## config.mk

```make
export PLATFORM = sky130hd
export DESIGN_NAME = decode_flat
export DESIGN_NICKNAME = d
export VERILOG_FILES = /design/src/rtl/decode_if.sv /design/src/rtl/decode.sv /design/src/flat_wrapper.sv
export SDC_FILE = /design/constraint.sdc
export NUM_CORES = 2
export LEC_CHECK = 0
export BUFFER_PORTS_ARGS = -buffer_cell sky130_fd_sc_hd__buf_2
export CORE_MARGIN = 1
export CORE_UTILIZATION = 47
export CTS_CLUSTER_SIZE = 20
export DETAILED_ROUTE_END_ITERATION = 16
export GPL_TIMING_DRIVEN = 0
export SKIP_CTS_REPAIR_TIMING = 1
export SLEW_MARGIN = 20
export SYNTH_ARGS = -nofsm -noshare
export SYNTH_HDL_FRONTEND = slang
export SYNTH_SLANG_ARGS = --single-unit
```

## constraint.sdc

```tcl
create_clock -name clk -period 45.7 [get_ports clk]
set_input_delay 2.285 -clock clk [delete_from_list [all_inputs] [get_ports clk]]
set_output_delay 2.285 -clock clk [all_outputs]
set_load 0.02 [all_outputs]
```

## src/rtl/decode_if.sv

```systemverilog
// Fetch/writeback-to-decode bus: instruct word plus register write port in, decoded operands and control out.
interface decode_if;
  logic [32:0] instruct;
  logic        wb_en;
  logic [4:0]  wb_addr;
  logic [31:0] wb_data;
  logic        dec_valid;
  logic [3:0]  alu_sel;
  logic        use_imm;
  logic        reg_we;
  logic        mem_rd;
  logic        mem_wr;
  logic [31:0] rs_data;
  logic [31:0] rt_data;
  logic [4:0]  wr_addr;
  logic [4:0]  shamt;
  logic [31:0] imm_ext;
  logic        halt;
  logic        illegal;

  modport master (
    output instruct, wb_en, wb_addr, wb_data,
    input  dec_valid, alu_sel, use_imm, reg_we, mem_rd, mem_wr,
           rs_data, rt_data, wr_addr, shamt, imm_ext, halt, illegal
  );

  modport slave (
    input  instruct, wb_en, wb_addr, wb_data,
    output dec_valid, alu_sel, use_imm, reg_we, mem_rd, mem_wr,
           rs_data, rt_data, wr_addr, shamt, imm_ext, halt, illegal
  );
endinterface

```

## src/rtl/decode.sv

```systemverilog
// Decode stage: tracks the fetch cadence, captures one word per CYCLES clocks, decodes it and reads the register file.
// Latency: outputs registered on the capture edge; no backpressure, the cadence is fixed and only a flush re-aligns it.
module decode #(
  parameter int CYCLES   = 5,
  parameter bit REG_INIT = 1'b1
) (
  input logic     clk,
  input logic     clr,
  decode_if.slave bus
);
  localparam int PW = (CYCLES > 2) ? $clog2(CYCLES) : 1;
  localparam logic [PW-1:0] LAST = PW'(CYCLES - 1);

  typedef enum logic [1:0] {SYNC, RUN, HALT} state_t;

  state_t        state;
  logic [PW-1:0] phase;
  logic [31:0]   regs [32];

  logic        dec_valid_q, use_imm_q, reg_we_q, mem_rd_q, mem_wr_q, halt_q, illegal_q;
  logic [3:0]  alu_sel_q;
  logic [4:0]  wr_addr_q, shamt_q;
  logic [31:0] rs_data_q, rt_data_q, imm_ext_q;

  logic [3:0]  d_alu;
  logic [4:0]  d_wa;
  logic        d_imm, d_we, d_rd, d_wr, d_ill, d_halt, r_type;
  logic [4:0]  rs_addr, rt_addr;
  logic [31:0] rs_val, rt_val;

  assign rs_addr = bus.instruct[25:21];
  assign rt_addr = bus.instruct[20:16];

  always_comb begin
    d_alu  = 4'd0;
    d_wa   = 5'd0;
    d_imm  = 1'b0;
    d_we   = 1'b0;
    d_rd   = 1'b0;
    d_wr   = 1'b0;
    d_ill  = 1'b0;
    d_halt = 1'b0;
    r_type = 1'b0;
    case (bus.instruct[31:26])
      6'b000000: r_type = 1'b1;
      6'b000001: begin r_type = 1'b1; d_alu = 4'd1; end
      6'b000101: begin r_type = 1'b1; d_alu = 4'd2; end
      6'b000110: begin r_type = 1'b1; d_alu = 4'd3; end
      6'b000111: begin r_type = 1'b1; d_alu = 4'd4; end
      6'b000011: begin r_type = 1'b1; d_alu = 4'd5; end
      6'b000100: begin r_type = 1'b1; d_alu = 4'd6; end
      6'b001011: begin d_imm = 1'b1; d_we = 1'b1; d_wa = rt_addr; end
      6'b000010: begin d_alu = 4'd7; d_imm = 1'b1; d_we = 1'b1; d_wa = rt_addr; end
      6'b100011: begin d_imm = 1'b1; d_rd = 1'b1; d_we = 1'b1; d_wa = rt_addr; end
      6'b101011: begin d_imm = 1'b1; d_wr = 1'b1; end
      6'b111111: d_halt = 1'b1;
      default:   d_ill = 1'b1;
    endcase
    if (r_type) begin
      d_we = 1'b1;
      d_wa = bus.instruct[15:11];
    end
  end

  // A write landing on the capture edge must be visible to the instruction captured on it.
  assign rs_val = (bus.wb_en && bus.wb_addr == rs_addr && rs_addr != 5'd0) ? bus.wb_data : regs[rs_addr];
  assign rt_val = (bus.wb_en && bus.wb_addr == rt_addr && rt_addr != 5'd0) ? bus.wb_data : regs[rt_addr];

  always_ff @(posedge clk or posedge clr) begin
    if (clr) begin
      for (int i = 0; i < 32; i++) regs[i] <= REG_INIT ? 32'(i) : 32'd0;
    end else if (bus.wb_en && bus.wb_addr != 5'd0) begin
      regs[bus.wb_addr] <= bus.wb_data;
    end
  end

  always_ff @(posedge clk or posedge clr) begin
    if (clr) begin
      state       <= SYNC;
      phase       <= '0;
      dec_valid_q <= 1'b0;
      alu_sel_q   <= 4'd0;
      use_imm_q   <= 1'b0;
      reg_we_q    <= 1'b0;
      mem_rd_q    <= 1'b0;
      mem_wr_q    <= 1'b0;
      rs_data_q   <= 32'd0;
      rt_data_q   <= 32'd0;
      wr_addr_q   <= 5'd0;
      shamt_q     <= 5'd0;
      imm_ext_q   <= 32'd0;
      halt_q      <= 1'b0;
      illegal_q   <= 1'b0;
    end else begin
      dec_valid_q <= 1'b0;
      illegal_q   <= 1'b0;
      if (bus.instruct[32]) begin
        state  <= RUN;
        phase  <= '0;
        halt_q <= 1'b0;
      end else begin
        case (state)
          RUN: begin
            if (phase == LAST) begin
              phase       <= '0;
              dec_valid_q <= 1'b1;
              alu_sel_q   <= d_alu;
              use_imm_q   <= d_imm;
              reg_we_q    <= d_we;
              mem_rd_q    <= d_rd;
              mem_wr_q    <= d_wr;
              rs_data_q   <= rs_val;
              rt_data_q   <= rt_val;
              wr_addr_q   <= d_wa;
              shamt_q     <= bus.instruct[10:6];
              imm_ext_q   <= {{16{bus.instruct[15]}}, bus.instruct[15:0]};
              illegal_q   <= d_ill;
              if (d_halt) begin
                halt_q <= 1'b1;
                state  <= HALT;
              end
            end else begin
              phase <= phase + PW'(1);
            end
          end
          default: phase <= '0;
        endcase
      end
    end
  end

  assign bus.dec_valid = dec_valid_q;
  assign bus.alu_sel   = alu_sel_q;
  assign bus.use_imm   = use_imm_q;
  assign bus.reg_we    = reg_we_q;
  assign bus.mem_rd    = mem_rd_q;
  assign bus.mem_wr    = mem_wr_q;
  assign bus.rs_data   = rs_data_q;
  assign bus.rt_data   = rt_data_q;
  assign bus.wr_addr   = wr_addr_q;
  assign bus.shamt     = shamt_q;
  assign bus.imm_ext   = imm_ext_q;
  assign bus.halt      = halt_q;
  assign bus.illegal   = illegal_q;
endmodule

```

## src/flat_wrapper.sv

```systemverilog
// flat-port wrapper written by rule: the top's interface ports become plain ports
module decode_flat 
#(
  parameter int CYCLES   = 5,
  parameter bit REG_INIT = 1'b1
)
  (clk, clr, bus_instruct, bus_wb_en, bus_wb_addr, bus_wb_data, bus_dec_valid, bus_alu_sel, bus_use_imm, bus_reg_we, bus_mem_rd, bus_mem_wr, bus_rs_data, bus_rt_data, bus_wr_addr, bus_shamt, bus_imm_ext, bus_halt, bus_illegal);
  decode_if bus_i ();
  input logic clk;
  input logic clr;
  input wire logic [$bits(bus_i.instruct)-1:0] bus_instruct;
  input wire logic [$bits(bus_i.wb_en)-1:0] bus_wb_en;
  input wire logic [$bits(bus_i.wb_addr)-1:0] bus_wb_addr;
  input wire logic [$bits(bus_i.wb_data)-1:0] bus_wb_data;
  output wire logic [$bits(bus_i.dec_valid)-1:0] bus_dec_valid;
  output wire logic [$bits(bus_i.alu_sel)-1:0] bus_alu_sel;
  output wire logic [$bits(bus_i.use_imm)-1:0] bus_use_imm;
  output wire logic [$bits(bus_i.reg_we)-1:0] bus_reg_we;
  output wire logic [$bits(bus_i.mem_rd)-1:0] bus_mem_rd;
  output wire logic [$bits(bus_i.mem_wr)-1:0] bus_mem_wr;
  output wire logic [$bits(bus_i.rs_data)-1:0] bus_rs_data;
  output wire logic [$bits(bus_i.rt_data)-1:0] bus_rt_data;
  output wire logic [$bits(bus_i.wr_addr)-1:0] bus_wr_addr;
  output wire logic [$bits(bus_i.shamt)-1:0] bus_shamt;
  output wire logic [$bits(bus_i.imm_ext)-1:0] bus_imm_ext;
  output wire logic [$bits(bus_i.halt)-1:0] bus_halt;
  output wire logic [$bits(bus_i.illegal)-1:0] bus_illegal;
  assign bus_i.instruct = bus_instruct;
  assign bus_i.wb_en = bus_wb_en;
  assign bus_i.wb_addr = bus_wb_addr;
  assign bus_i.wb_data = bus_wb_data;
  assign bus_dec_valid = bus_i.dec_valid;
  assign bus_alu_sel = bus_i.alu_sel;
  assign bus_use_imm = bus_i.use_imm;
  assign bus_reg_we = bus_i.reg_we;
  assign bus_mem_rd = bus_i.mem_rd;
  assign bus_mem_wr = bus_i.mem_wr;
  assign bus_rs_data = bus_i.rs_data;
  assign bus_rt_data = bus_i.rt_data;
  assign bus_wr_addr = bus_i.wr_addr;
  assign bus_shamt = bus_i.shamt;
  assign bus_imm_ext = bus_i.imm_ext;
  assign bus_halt = bus_i.halt;
  assign bus_illegal = bus_i.illegal;
  decode #(.CYCLES(CYCLES), .REG_INIT(REG_INIT)) u_core (.clk(clk), .clr(clr), .bus(bus_i));
endmodule
```

==> results.py <==
metrics = {
    "outcome": {
        "outcome": "complete, no violations",
    },
    "detailed_routing": {
        "wl_per_cell_um": 40.8,
        "via_per_inst": 6.96,
        "drtIter0Drc": 5717,
        "dr.pass1.iters": 8,
        "totalWireLength_um": 245000,
        "num_vias": 41855,
        "ant_nets": 0,
        "drcViolationCount": 0,
    },
    "floorplanning": {
        "core_area_um2": 123000,
        "io_pins": 190,
        "fp.dieW_um": 355,
        "initial_core_util_pct": 47.3,
        "die_h_um": 355,
        "die_area_um2": 126000,
        "placementRows": 129,
    },
    "pwr": {
        "power_mw": 3.13,
        "ir_drop_uv": 43.6,
        "powerDensity_nw_per_um2": 46.9,
        "p_leak_nw": 29.2,
    },
    "setup_path": {
        "worstSetupEndpoint": "u_core.bus.rs_data[1]",
        "crit_type": "primary input to register",
        "worstPathRequired_ps": 46370,
        "reg2reg_to": "u_core.bus.rs_data[17]",
        "critPathTopFamily": "buffers and inverters",
        "critPathBufInv": 4,
        "critPathMostFrequentCell": "buf_2",
        "cp-start-kind": "primary input",
        "crit_arrival_ps": 5980,
        "reg2regPathDepth": 7,
        "worstReg2RegStart": "u_core.bus.halt",
        "critical_path_cell_count": 8,
        "startpoint": "bus_instruct[23]",
        "critical_path.max_fanout": 10,
        "r2r_setup_slack_ps": 42160,
        "worstSetupEndpointType": "register",
        "cpMaxStageDelayCell": "nand3b_1",
        "crit_chain": "buf_2 > buf_2 > buf_2 > nand3b_1 > clkbuf_1 > o22ai_1 > nor4_1 > a221o_1",
        "slowest_delay_ps": 990,
    },
    "cts": {
        "clk_pin_slew_ps": 60,
        "htreeDepth": 4,
        "insertion_delay_ps": 790,
        "cts-buffers-inserted": 132,
        "clockBufferDepth": 3,
        "cts_root_buffer": "clkbuf_16",
        "numClockSinks": 1123,
        "cts_tree": "yes",
    },
    "placed_design": {
        "dp_slack_ps": 39670,
        "port_buffers": 177,
        "gp_congestion": 0.986,
        "dpl.hpwl_um": 158000,
    },
    "synthesis": {
        "ys_seq_elements": 1123,
        "synth_mux_area_share_pct": 41.3,
        "synth_ff_type": "dfrtp_1",
        "syn_nets": 4006,
        "synth-edff-count": 0,
        "ys_seq_area_share_pct": 48.3,
        "ys_async_sr_fraction_pct": 100,
        "synth.distinct_cells": 61,
        "synth-simple-area-share_pct": 3.63,
        "synth_cells": 3931,
        "synthAdderAreaFrac_pct": 0.0428,
        "yosys_warnings": 0,
        "synth.avg_cell_area_um2": 14.9,
        "synth-compound-area-share_pct": 3.03,
        "synth_top_family_by_area": "multiplexers",
        "syn_area_um2": 58400,
        "synth-xor-area-share_pct": 0.165,
    },
    "worst_hold_path": {
        "min_path_type": "register to register",
    },
    "global_routing": {
        "grt_pass1_vias": 40963,
        "grt_pass1_wl_um": 335000,
        "grt_usage_pct": 39.2,
        "grt_max_degree": 106,
        "grt_antenna_before_repair": 23,
        "overflow": 0,
    },
    "sta": {
        "fmax_mhz": 188,
        "fin_crit_sh_pct": 11.6,
        "layout_setup_ws_ps": 40390,
        "setup-tns-final_ps": 0,
        "fin_crit_ps": 5310,
        "finalSetupViolations": 0,
        "tightest_slew_ps": 1350,
        "skew_ps": 25.1,
        "rsz0062_at_grt": "false",
        "max_slew_margin_pct": 9.60,
        "finalMaxSlewViolations": 0,
        "hold_viol": 0,
    },
    "cells_and_area": {
        "mostFrequentLayoutCell": "dfrtp_1",
        "multi_input_area_um2": 28200,
        "drive_above_1_share_pct": 53.4,
        "final_cell_mix": "dfrtp_1, mux2_2, mux4_2",
        "register_area_um2": 28200,
        "syn_to_final_growth_pct": 14.0,
        "fillerInstances": 10314,
        "fin_nets": 4339,
    },
    "job": {
        "cap_viol_max_count": 0,
    },
}
-- registers in the layout, summed over array words and instances (netlist names) --
signal	cells
u_core.regs	1024
u_core.bus.rs_data	32
u_core.bus.rt_data	32
u_core.bus.imm_ext	16
u_core.bus.wr_addr	5
u_core.bus.alu_sel	3
u_core.phase	3
u_core.bus.dec_valid	1
u_core.bus.halt	1
u_core.bus.illegal	1
u_core.bus.mem_rd	1
u_core.bus.mem_wr	1
u_core.bus.reg_we	1
u_core.bus.use_imm	1
u_core.state	1
-- worst min-delay path: cells and delay by family, from the launching register on --
family	cells	cell delay [ps]
simple gates	2	110
flops	1	330
-- per-stage QoR --
stage | cell area, µm² | utilization, % | hold slack, ps | std cells
finish | 66600 | 53.9 | 471 | 6011
global route | 66600 | 53.9 | 497 | 6002
CTS | 66600 | 53.9 | 474 | 6000
detailed placement | 62000 | 50.3 | 459 | 5767
global placement | 61400 | 49.7 | 452 | 5745
floorplan | 58400 | - | 441 | 3931
-- kinds of logic after synthesis --
| logic type | count (synthesis) |
|---|---|
| mux | 1615 |
| fa+ha+maj | 2 |
| flops | 1123 |
| xor+xnor | 11 |
| compound gates | 245 |
| other cells | 1 |
| simple gates | 471 |
| buf+inv | 463 |
-- Yosys cell counts, types with 11 or more instances --
cell type	instances	share of area (%)
nand2_1	265	1.7
mux2_2	1029	20
nor2_1	43	0.28
mux2i_1	45	0.77
dfstp_2	80	3.6
dfrtp_1	1043	45
nor4_1	20	0.21
a22oi_1	48	0.62
buf_1	72	0.46
a221o_1	21	0.36
clkbuf_1	216	1.4
o22ai_1	66	0.71
o21ai_0	20	0.17
inv_1	11	0.071
mux4_2	533	21
a21oi_1	13	0.11
buf_2	115	0.98
nand3_1	73	0.63
o211ai_1	31	0.40
buf_4	41	0.53
-- cell type report --
class	count	share of cell area [%]
diodes	11	0.0413
plain buffers	451	3.26
clock buffers	190	5.94
clock inverters	43	0.829
inverters	12	0.0789
multi-input cells	2345	42.3
flip-flops and latches	1123	42.3
well taps	1637	3.08
repair buffers	199	2.14
-- power by group --
group	switching (mW)	internal (mW)
logic	0.297	0.363
clock network	0.459	0.659
registers	0.150	1.20
total	0.905	2.22
-- worst min path at each step --
stage	startpoint	end	slack [ps]	cells past startpoint
global route	u_core.bus.alu_sel[0]	u_core.bus.alu_sel[0]	500	2
detailed placement	u_core.bus.imm_ext[14]	u_core.bus.imm_ext[14]	460	2
finish	u_core.bus.imm_ext[5]	u_core.bus.imm_ext[5]	470	2
floorplan	u_core.regs[1000]	u_core.regs[1000]	440	1
CTS	u_core.bus.imm_ext[14]	u_core.bus.imm_ext[14]	470	2
global placement	u_core.regs[996]	u_core.regs[996]	450	1
-- per-layer routing --
layer | routed length (µm) | track usage (%) | vias up
li1 | - | - | 15719
met1 | 91800 | 51.1 | 22401
met2 | 105000 | 55.9 | 2968
met3 | 32100 | 15.1 | 751
met4 | 16000 | 22.7 | 16
met5 | 102 | 0 | -
No activity file was read; power rests on OpenSTA's default activity.
